## src/rtl/seq_ctrl.sv

```systemverilog
// rtl/seq_ctrl.sv - controller that loads and sequences a seq pattern generator (optional SEQ_CTRL_INFINITE_EN)
module seq_ctrl #(
    parameter int BW_SEQ     = 4,
    parameter int SEQ_CNT    = 7,
    parameter int BW_SEQ_CNT = 3,
    parameter int BW_TIMEOUT = 2,
    parameter int BW_REP     = 8
) (
    input  logic                                             CLK,
    input  logic                                             RSTX,
    input  logic                                             WE,
    input  logic [BW_SEQ_CNT-1:0]                            WADDR,
    input  logic [BW_SEQ+BW_TIMEOUT-1:0]                     WDATA,
    input  logic                                             START,
    input  logic                                             STOP,
    input  logic [BW_REP-1:0]                                REP,
    output logic [(BW_SEQ+BW_TIMEOUT)*(SEQ_CNT+1)-1:0]       PTN,
    output logic                                             CLR,
    output logic                                             BUSY,
    output logic                                             DONE,
    output logic                                             ABORT,
    output logic [BW_REP-1:0]                                REP_LEFT
);

    localparam int W  = BW_SEQ + BW_TIMEOUT;
    localparam int PW = W * (SEQ_CNT + 1);

    typedef enum logic [1:0] {
        S_IDLE = 2'd0,
        S_LOAD = 2'd1,
        S_RUN  = 2'd2
    } state_t;

    state_t                  state_q, state_d;
    logic [PW-1:0]           shadow_q;
    logic [PW-1:0]           ptn_q, ptn_d;
    logic [BW_SEQ_CNT-1:0]   idx_q, idx_d, idx_m1;
    logic [BW_TIMEOUT-1:0]   timer_q, timer_d;
    logic [BW_REP-1:0]       rep_q, rep_d;
    logic                    clr_q;
    logic                    done_q, done_d;
    logic                    abort_q, abort_d;
`ifdef SEQ_CTRL_INFINITE_EN
    logic                    inf_q, inf_d;
`endif

    assign idx_m1 = idx_q - BW_SEQ_CNT'(1);

    // Shadow table: host writes land here in any state; an index past the last entry matches nothing
    always_ff @(posedge CLK) begin
        if (!RSTX) begin
            shadow_q <= '0;
        end else if (WE) begin
            for (int e = 0; e <= SEQ_CNT; e++) begin
                if (WADDR == BW_SEQ_CNT'(e)) begin
                    shadow_q[e*W +: W] <= WDATA;
                end
            end
        end
    end

    // Next-state logic: snapshot on START, walk entries from the top index down, count passes
    always_comb begin
        state_d = state_q;
        ptn_d   = ptn_q;
        idx_d   = idx_q;
        timer_d = timer_q;
        rep_d   = rep_q;
        done_d  = 1'b0;
        abort_d = 1'b0;
`ifdef SEQ_CTRL_INFINITE_EN
        inf_d   = inf_q;
`endif
        case (state_q)
            S_IDLE: begin
                if (START && !STOP) begin
                    ptn_d   = shadow_q;
                    state_d = S_LOAD;
`ifdef SEQ_CTRL_INFINITE_EN
                    inf_d   = (REP == '0);
                    rep_d   = REP;
`else
                    rep_d   = (REP == '0) ? BW_REP'(1) : REP;
`endif
                end
            end
            S_LOAD: begin
                if (STOP) begin
                    state_d = S_IDLE;
                    abort_d = 1'b1;
                    rep_d   = '0;
                end else begin
                    idx_d   = BW_SEQ_CNT'(SEQ_CNT);
                    timer_d = ptn_q[SEQ_CNT*W +: BW_TIMEOUT];
                    state_d = S_RUN;
                end
            end
            S_RUN: begin
                if (STOP) begin
                    state_d = S_IDLE;
                    abort_d = 1'b1;
                    rep_d   = '0;
                end else if (timer_q != '0) begin
                    timer_d = timer_q - BW_TIMEOUT'(1);
                end else if (idx_q != '0) begin
                    idx_d   = idx_m1;
                    timer_d = ptn_q[int'(idx_m1)*W +: BW_TIMEOUT];
                end else begin
`ifdef SEQ_CTRL_INFINITE_EN
                    if (inf_q) begin
                        state_d = S_LOAD;
                    end else
`endif
                    if (rep_q == BW_REP'(1)) begin
                        rep_d   = '0;
                        done_d  = 1'b1;
                        state_d = S_IDLE;
                    end else begin
                        rep_d   = rep_q - BW_REP'(1);
                        state_d = S_LOAD;
                    end
                end
            end
            default: begin
                state_d = S_IDLE;
            end
        endcase
    end

    // State and datapath registers; CLR follows the next state so it is low exactly while in RUN
    always_ff @(posedge CLK) begin
        if (!RSTX) begin
            state_q <= S_IDLE;
            ptn_q   <= '0;
            idx_q   <= '0;
            timer_q <= '0;
            rep_q   <= '0;
            clr_q   <= 1'b1;
            done_q  <= 1'b0;
            abort_q <= 1'b0;
`ifdef SEQ_CTRL_INFINITE_EN
            inf_q   <= 1'b0;
`endif
        end else begin
            state_q <= state_d;
            ptn_q   <= ptn_d;
            idx_q   <= idx_d;
            timer_q <= timer_d;
            rep_q   <= rep_d;
            clr_q   <= (state_d != S_RUN);
            done_q  <= done_d;
            abort_q <= abort_d;
`ifdef SEQ_CTRL_INFINITE_EN
            inf_q   <= inf_d;
`endif
        end
    end

    assign PTN      = ptn_q;
    assign CLR      = clr_q;
    assign BUSY     = (state_q != S_IDLE);
    assign DONE     = done_q;
    assign ABORT    = abort_q;
    assign REP_LEFT = rep_q;

endmodule

```

## config.mk

```make
export PLATFORM = sky130hd
export DESIGN_NAME = seq_ctrl
export DESIGN_NICKNAME = d
export VERILOG_FILES = /design/src/rtl/seq_ctrl.sv
export SDC_FILE = /design/constraint.sdc
export NUM_CORES = 1
export LEC_CHECK = 0
export ABC_AREA = 0
export CAP_MARGIN = 40
export CORE_MARGIN = 2
export CORE_UTILIZATION = 40
export DETAILED_ROUTE_END_ITERATION = 10
export GPL_TIMING_DRIVEN = 1
export HOLD_SLACK_MARGIN = 0.03
export PLACE_DENSITY = 0.71
export REMOVE_ABC_BUFFERS = 1
export SLEW_MARGIN = 20
export SYNTH_ARGS = -nofsm -noshare
export SYNTH_HDL_FRONTEND = slang
export SYNTH_SLANG_ARGS = --single-unit
```

## constraint.sdc

```tcl
create_clock -name CLK -period 1.9 [get_ports CLK]
set_input_delay 0.38 -clock CLK [delete_from_list [all_inputs] [get_ports CLK]]
set_output_delay 0.38 -clock CLK [all_outputs]
set_load 0.005 [all_outputs]
```

==> results.cfg, run 1 <==
[clocking]
cts_max_level = 4
clockBufferDepth = 2
cts-root-buf = clkbuf_16
cts_made_buffers = 17
cts.clk_slew.worst_paths_ps = 60
cts.sinks = 114
hold_buffers = 0
cts_tree = yes
insertion_delay_ps = 400

[die]
die_w_microns = 113
io_pins = 82
die_h_microns = 113
dieArea_sq_um = 12700
rows = 39
start_util_pct = 41.1
core_region_area_sq_um = 11500

[timing]
worst_pin_slew_ps = 478
final.period_utilization_pct = 96.4
skew_ps = 8.55
drv_slew = 0
setup_viol = 0
min_period_ps = 1830
tns_ps = 0
maxClockFrequency_ghz = 0.546
hold_ws_ps = 451
max_slew_margin_pct = 67.7
hold_viol_final = 0

[status]
status = finished clean

[routing]
dr.pass1.iters = 4
vias = 4226
drc = 0
routed_via_density = 5.23
ant_nets = 0
drtIter0Drc = 248
routed_wirelength_microns = 12400
wl_per_cell_microns = 15.4

[place]
dp_hpwl_microns = 8570
gp_congestion = 0.867
place_area_sq_um = 6020
portBuffers = 81

[yosys]
synthCells = 536
synth_top_cell_by_area = dfxtp_1
yosysMostFrequentCell = dfxtp_1
synth_ff_type = dfxtp_1
synth.yosys.seq_area_share_pct = 48.4
ys_seq_elements = 114
netlist.area_leader.share_pct = 48.4
ys_types = 50
synth_edf_count = 0
syn_avg_cell_area_sq_um = 8.80
syn_area_sq_um = 4720
netlist_top_cells_count = dfxtp_1 (114), nand2_1 (105), nor2_1 (63)
synthTopCellsByArea = dfxtp_1 (48%), mux2i_1 (10%), nand2_1 (8.4%), a21oi_1 (6.2%), nor2_1 (5.0%)
async_flop_share_pct = 0
ys_warn_count = 0

[power_and_ir_drop]
swShare_pct = 24.0
ir_worst_vdd_mv = 0.633
combPwrFrac_pct = 11.6
internal_power_mw = 4.94
pwr-share-seq_pct = 38.4
total_power_mw = 6.50
p_switching_mw = 1.56
pwr-share-clk_pct = 50.0
p_leak_nw = 2.58
power.density_nw_per_um2 = 973

[worst_setup_path]
cp.arrival_ps = 2120
worstSetupPathType = register to register
critPathRequiredTime_ps = 2190
cp-start-kind = register
end_kind = register
worstPathMaxFanout = 6

[global_routing]
grt_max_degree = 58
grt.overflow.total = 0
grt_util_all_layers_pct = 19.8
antenna_found_initial = 0
grt_pass1_wl_microns = 20300
grt_pass1_vias = 4152

[layout]
diodes = 0
fin_area_sq_um = 6680
drive_above_1_share_pct = 16.5
nets = 683
area_growth_pct = 41.7
regArea_sq_um = 2280
nFillCells = 973
multi_input_area_sq_um = 2300
fin_util_pct = 58.3

[run]
maxCapViolations = 0

[hold_path]
hold_path_class = register to register
placed cells by master, fill, tap and decap left out, types with 3 or more instances in the layout:
master             n
a22oi_1            3
o22ai_1            4
clkinvlp_4         4
o21ai_0            6
nand2_1          105
buf_12             5
a211oi_1           4
nor2b_1            6
clkdlybuf4s50_1   80
inv_1              7
buf_4             47
ha_1               5
inv_2              6
mux4_2             4
nor2_1            63
a21oi_1           58
nor3_1             8
mux2i_1           48
clkbuf_16         17
nand2b_1           6
dfxtp_1          112
nand4b_1           3
a31oi_1            4
bufinv_16          3
power groups by stage:
stage                     clock [mW]  combinational (mW)  sequential (mW)
after floorplan                    0               0.345             2.55
after global placement             0               0.710             2.54
after detailed placement           0               0.725             2.54
after CTS                       3.29               0.738             2.49
after global routing            3.40               0.822             2.50
final                           3.25               0.754             2.50
per-layer routing:
layer | share of wire [%] | track usage (%) | vias to the layer above
met5 | 0 | 0 | -
met2 | 48 | 33.1 | 129
met1 | 45 | 25.7 | 2001
met4 | 0.88 | 4.63 | 0
met3 | 6.1 | 5.29 | 15
li1 | - | - | 2081
final timing paths:
kind         slack (ps)     endpoint  depth (start not counted)        start
min reg2reg         450       PTN[5]                          2  shadow_q[5]
min                 450       PTN[5]                          2  shadow_q[5]
max reg2reg          70  REP_LEFT[6]                          6   state_q[1]
max                  70  REP_LEFT[6]                          6   state_q[1]
through the flow:
step / cells / worst slack, ps
finish: 808 / 68.4
global route: 808 / -4.47
CTS: 807 / 4.85
detailed placement: 776 / -180
global placement: 776 / -157
floorplan: 501 / -945
repair_timing:
action	in CTS	in global routing
endpoints found under the setup margin	3	10
buffers inserted	0	1
pin swaps	0	4
gates resized for setup	6	11
sequential cells by signal, indices dropped and copies added, names as in the netlist:
register / cells
PTN: 48
shadow_q: 48
REP_LEFT: 8
idx_q: 3
state_q: 2
timer_q: 2
ABORT: 1
CLR: 1
DONE: 1
layout make-up:
class | count | area share, %
Sequential cell | 114 | 34.2
Timing Repair Buffer | 133 | 18.9
Inverter | 14 | 0.786
Multi-Input combinational cell | 373 | 34.4
Clock buffer | 19 | 6.78
Tap cell | 143 | 2.68
Clock inverter | 12 | 2.34
critical path, stage by stage, from the launching register on:
cell      delay, ps
dfxtp_1         330
inv_1            80
ha_4            280
clkinv_1        120
o32a_1          450
a211o_1         250
o221a_2         220
cells by family (layout without fill, tap and decap cells):
| group | Yosys count | count (layout) | synth area share (%) |
|---|---|---|---|
| buffers and inverters | 49 | 178 | 3.98 |
| DFF | 114 | 114 | 48.4 |
| xor gates and xnor gates | 1 | 1 | 0.186 |
| AOI/OAI and AO/OA | 97 | 97 | 12.3 |
| adders and majority gates | 8 | 8 | 2.12 |
| muxes | 54 | 54 | 12.6 |
| and+or+nand+nor | 213 | 213 | 20.4 |
(Power assumes the default switching activity.)
==> run 2, diff against run 1 <==
CTS_CLUSTER_SIZE = 30   (was default)
==> results of run 2 <==
Same layout as run 1: the final DEF is identical, and so are final timing and power.
==> run 3, diff against run 2 <==
CAP_MARGIN = 20   (was 40)
==> results of run 3 <==
Same layout as run 1: the final DEF is identical, and so are final timing and power.
